File: config.mk
export PLATFORM = sky130hd
export DESIGN_NAME = fc8_vram_arbiter
export DESIGN_NICKNAME = d
export VERILOG_FILES = /design/src/rtl/fc8_vram_arbiter.sv
export SDC_FILE = /design/constraint.sdc
export NUM_CORES = 1
export LEC_CHECK = 0
export ABC_AREA = 1
export BUFFER_PORTS_ARGS = -buffer_cell sky130_fd_sc_hd__buf_2
export CAP_MARGIN = 20
export CORE_AREA = 2 2 72 74
export DETAILED_ROUTE_END_ITERATION = 10
export DIE_AREA = 0 0 74 76
export GPL_ROUTABILITY_DRIVEN = 1
export PLACE_DENSITY = 0.81
export REMOVE_ABC_BUFFERS = 1
export SLEW_MARGIN = 20
export SYNTH_ARGS = -nofsm -noshare
export SYNTH_HDL_FRONTEND = slang
export SYNTH_SLANG_ARGS = --single-unit
File: constraint.sdc
create_clock -name clk -period 2.65 [get_ports clk]
set_input_delay 0.3975 -clock clk [delete_from_list [all_inputs] [get_ports clk]]
set_output_delay 0.3975 -clock clk [all_outputs]
set_load 0.02 [all_outputs]
File: src/rtl/fc8_vram_arbiter.sv
// VRAM slot arbiter: video scanout has absolute priority, the CPU gets
// leftover slots through a four-state handshake FSM.
module fc8_vram_arbiter #(
    parameter int ADDR_W      = 16,
    parameter int DATA_W      = 8,
    parameter int STALL_LIMIT = 64
) (
    input  logic              clk,
    input  logic              rst_n,
    input  logic              vid_req,
    input  logic [ADDR_W-1:0] vid_addr,
    output logic              vid_rvalid,
    output logic [DATA_W-1:0] vid_rdata,
    input  logic              cpu_req,
    input  logic              cpu_we,
    input  logic [ADDR_W-1:0] cpu_addr,
    input  logic [DATA_W-1:0] cpu_wdata,
    output logic              cpu_ack,
    output logic [DATA_W-1:0] cpu_rdata,
    output logic              cpu_starved,
    output logic              vram_en,
    output logic              vram_we,
    output logic [ADDR_W-1:0] vram_addr,
    output logic [DATA_W-1:0] vram_wdata,
    input  logic [DATA_W-1:0] vram_rdata
);

    typedef enum logic [1:0] {
        IDLE,
        ISSUE,
        WAIT,
        ACK
    } cpu_state_t;

    cpu_state_t state, state_nxt;

    logic       grant_cpu;
    logic       cpu_wait;
    logic       cpu_rd;
    logic       vid_p1;
    logic       vid_p2;
    logic [7:0] wait_cnt;
    logic [8:0] wait_inc;

    always_comb begin
        state_nxt = state;
        grant_cpu = 1'b0;
        unique case (state)
            IDLE: begin
                if (cpu_req && !vid_req) begin
                    grant_cpu = 1'b1;
                    state_nxt = ISSUE;
                end
            end
            ISSUE:   state_nxt = WAIT;
            WAIT:    state_nxt = ACK;
            ACK:     state_nxt = IDLE;
            default: state_nxt = IDLE;
        endcase
    end

    assign cpu_wait = (state == IDLE) && cpu_req && vid_req;
    assign wait_inc = {1'b0, wait_cnt} + 9'd1;
    assign cpu_ack  = (state == ACK);

    always_ff @(posedge clk) begin
        if (!rst_n) begin
            state <= IDLE;
        end else begin
            state <= state_nxt;
        end
    end

    always_ff @(posedge clk) begin
        if (!rst_n) begin
            vram_en     <= 1'b0;
            vram_we     <= 1'b0;
            vram_addr   <= '0;
            vram_wdata  <= '0;
            vid_p1      <= 1'b0;
            vid_p2      <= 1'b0;
            vid_rvalid  <= 1'b0;
            vid_rdata   <= '0;
            cpu_rd      <= 1'b0;
            cpu_rdata   <= '0;
            wait_cnt    <= '0;
            cpu_starved <= 1'b0;
        end else begin
            vram_en <= 1'b0;
            vram_we <= 1'b0;
            if (vid_req) begin
                vram_en   <= 1'b1;
                vram_addr <= vid_addr;
            end else if (grant_cpu) begin
                vram_en   <= 1'b1;
                vram_we   <= cpu_we;
                vram_addr <= cpu_addr;
                if (cpu_we) begin
                    vram_wdata <= cpu_wdata;
                end
            end

            // Read data returns two cycles after the slot decision.
            vid_p1     <= vid_req;
            vid_p2     <= vid_p1;
            vid_rvalid <= vid_p2;
            if (vid_p2) begin
                vid_rdata <= vram_rdata;
            end

            if (grant_cpu) begin
                cpu_rd <= !cpu_we;
            end
            if (state == WAIT && cpu_rd) begin
                cpu_rdata <= vram_rdata;
            end

            // Saturating count means the limit is crossed once per wait run.
            cpu_starved <= 1'b0;
            if (grant_cpu) begin
                wait_cnt <= '0;
            end else if (cpu_wait && wait_cnt != 8'hFF) begin
                wait_cnt <= wait_inc[7:0];
                if (wait_inc == 9'(STALL_LIMIT)) begin
                    cpu_starved <= 1'b1;
                end
            end
        end
    end

endmodule

==> results by group <==
Timing
  • Post-route clock skew: 0.01302 ns
  • Slew Limit Headroom: 0.6563
  • Min Tclk post-route: ~1.6 ns
  • Period Utilization, post-route: 0.6196
  • Worst Slack Setup Final: about 1.0 ns
  • Final Hold Slack: ~0.24 ns
  • Final count of pins violating max slew: 0
  • Post-route setup TNS: 0 ns
  • RSZ-0062 raised after global routing: false
  • Slew at the pin closest to its max-slew limit: around 0.51 ns
  • Final Hold Fails: 0
  • Final setup violation count: 0
  • Max Fclk: roughly 610 MHz

Run
  • Max capacitance violation total: 0

Final layout
  • Post-Layout Inst Area: 3069 um^2
  • Finished Core Util: 0.6248
  • Ratio of cells with drive above 1 in the final layout: 0.2947
  • P&R area growth vs syn: 29.72%
  • Nets@finish: 468
  • Antenna fix cells: 0

CTS
  • Deepest level of the CTS H-tree: 3
  • Clock tree root driver cell: sky130_fd_sc_hd__clkbuf_8
  • TritonCTS clock tree: built
  • Number of setup buffers added after CTS: 0
  • Clock transition at the registers of the reported paths: 0.07 ns
  • Clock sink total: 57
  • Resized cells post-CTS: 0
  • Maximum clock insertion buffer count: 2
  • Number of buffers added by the clock tree synthesis step: 9
  • Number of hold buffers added after CTS: 0
  • Clock latency on the worst-skew pair: 0.34 ns

Logic synthesis
  • Number of standard cells after synthesis: between 300 and 400
  • Leading cell type by number of instances after synthesis: sky130_fd_sc_hd__nand2_1
  • #FFs+latches synth: 57
  • Proportion of netlist area held by the largest area contributor: 0.4823
  • Cell area after technology mapping: 2366 um^2
  • Synth top cells by count: 83 x sky130_fd_sc_hd__nand2_1, 57 x sky130_fd_sc_hd__dfxtp_1, 41 x sky130_fd_sc_hd__nor2_1, 20 x sky130_fd_sc_hd__o21ai_1, 18 x sky130_fd_sc_hd__o21ai_0
  • Post-Synthesis Mean Instance Area: ~7.5 um^2
  • Share of synthesized flip-flops with an asynchronous set or reset: 0
  • Distinct cell type count after synthesis: 27
  • Number of enable-type register cells in the synthesized netlist: 0
  • Share of the yosys chip area belonging to registers: 0.4823
  • Yosys warning total: 0
  • Cells taking the most area after synthesis: sky130_fd_sc_hd__dfxtp_1 48%, sky130_fd_sc_hd__nand2_1 13%, sky130_fd_sc_hd__nor2_1 6.5%
  • Post-synthesis cell type with the largest combined area: sky130_fd_sc_hd__dfxtp_1
  • Leading register cell type out of synthesis: sky130_fd_sc_hd__dfxtp_1

Placed design
  • Port buffer count: 97
  • RePlAce Congestion: approximately 0.90
  • Area after DPL: between 2000 and 3000 um^2
  • Detailed placement HPWL: slightly below 4 mm
  • Pre-CTS setup slack: just under 1 ns

Floorplanning
  • Die Width: 74 um
  • Height of the die: between 70 and 80 um
  • Number of standard-cell rows in the floorplan: 26
  • Starting density of the core: 0.4817
  • Number of top-level pins: 98
  • Floorplan die area: around 5600 um^2
  • Standard cell core area: approximately 5000 um^2

Drt
  • Post-route DRC: 0
  • Final Routed Wirelength: ~5.5 mm
  • Number of nets with antenna violations after detailed routing: 0
  • Number of search-and-repair iterations in the first detailed-routing pass: 4
  • Via count of the routed design: ~2.4k
  • Number of vias per cell after detailed routing: just under 5
  • Number of violations reported at the end of detailed-routing iteration 0: 86
  • Mean routed wirelength per cell: 11.27 um

Global route
  • Pin count of the biggest net entering global routing: 33
  • Antenna violations before repair: 0
  • First-pass GRT wire length: 9.087 mm
  • Global route overflow: 0
  • Global-route usage over all layers: 0.2059
  • Vias in the first global route: around 2.1k

Power and ir drop
  • VDD IR max: 403.4 uV
  • Power density over the cells: about 760 nW/um^2
  • Leakage power: between 0.0015 and 0.002 uW

Worst setup path
  • Cell with the biggest individual delay on the critical path: sky130_fd_sc_hd__dfxtp_1
  • Required time reported for the critical path endpoint: 2.84 ns
  • Cell chain of the critical path: inv_1, ha_1, nand2_1, nand2_2, o21ai_1, a31oi_1
  • Critical Path Source Type: register
  • Kind of end point of the critical path: register
  • Biggest cell delay along the critical path: 0.35 ns
  • Crit Path Category: reg -> reg
  • Critical Path Fanout Max: 32
  • Worst path arrival time: between 1.5 and 2 ns

Outcome
  • Status: finished clean

Worst hold path
  • Tightest Hold Check Type: in -> reg
==> logic make-up after synthesis <==
logic type / Yosys count / share of synthesized area
simple gates: 149 / 0.2628
buf+inv: 36 / 0.07139
fa+ha+maj: 6 / 0.03173
flops: 57 / 0.4823
compound gates: 66 / 0.1518
==> layout by cell type (no fill, tap or decap), drive strengths merged <==
cell type  count
nand2         85
nand4          4
or2            2
buf           98
a21oi         10
nand3b         2
a211oi         1
o21ai         38
inv           21
clkbuf        12
clkinv         3
clkinvlp       1
nor3           1
a21boi         1
dfxtp         57
a31oi         16
ha             6
bufinv         1
nand3         13
nor2          42
==> sequential cells by signal (all words and copies together), names as in the netlist, 2 cells and up <==
name and flops:
wait_cnt 8, state 2, vram_wdata 8, vram_addr 16, cpu_rdata 8, vid_rdata 8
==> layer usage <==
layer	wire length [um]	up-vias	track usage
li1	-	1219	-
met1	2371	1049	0.2405
met2	2654	82	0.3384
met3	349	10	0.07804
met4	78	0	0.07455
met5	0	-	0
==> final cells by class <==
| class | instances | area, um^2 |
|---|---|---|
| fill | 446 | 1843 |
| sequential | 57 | 1141 |
| multi-input combinational | 221 | 1056 |
| timing repair buffer | 98 | 493.0 |
| clock buffer | 12 | 155.1 |
| tap | 70 | 87.58 |
| inverter | 22 | 85.08 |
| clock inverter | 4 | 51.30 |
==> through the flow <==
| step | total power [uW] | instances |
|---|---|---|
| CTS | 2367 | 484 |
| floorplan | 1350 | 300 |
| global route | 2471 | 484 |
| global placement | 1514 | 468 |
| finish | 2345 | 484 |
| detailed placement | 1533 | 468 |
==> path summary, 6_finish.rpt <==
kind                                            start                    endpoint  slack, ns  cells after the start
worst max-delay path            state[0]$_SDFFE_PN0P_   vram_addr[6]$_SDFFE_PN0P_       1.01                      6
worst min-delay path                     cpu_wdata[7]  vram_wdata[7]$_SDFFE_PN0P_       0.24                      3
worst max register to register  state[0]$_SDFFE_PN0P_   vram_addr[6]$_SDFFE_PN0P_       1.01                      6
worst min register to register      vid_p1$_SDFF_PN0_           vid_p2$_SDFF_PN0_       0.42                      2
==> worst max-delay path, delay by kind of cell, from the launching register on <==
kind,cells,cell delay [ns]
flip-flops,1,0.35
AO/OA/AOI/OAI,2,0.31
buffers and inverters,1,0.09
adder cells (fa/ha/maj),1,0.28
AND/OR/NAND/NOR,2,0.47
==> report_power, final <==
group	internal (uW)	switching, uW	leakage [uW]
combinational	180	323	0.000979
clock	485	344	0.000103
sequential	952	60.1	0.000467
total	1620	728	0.00155
Note: power is estimated with default switching activity, not from simulation.
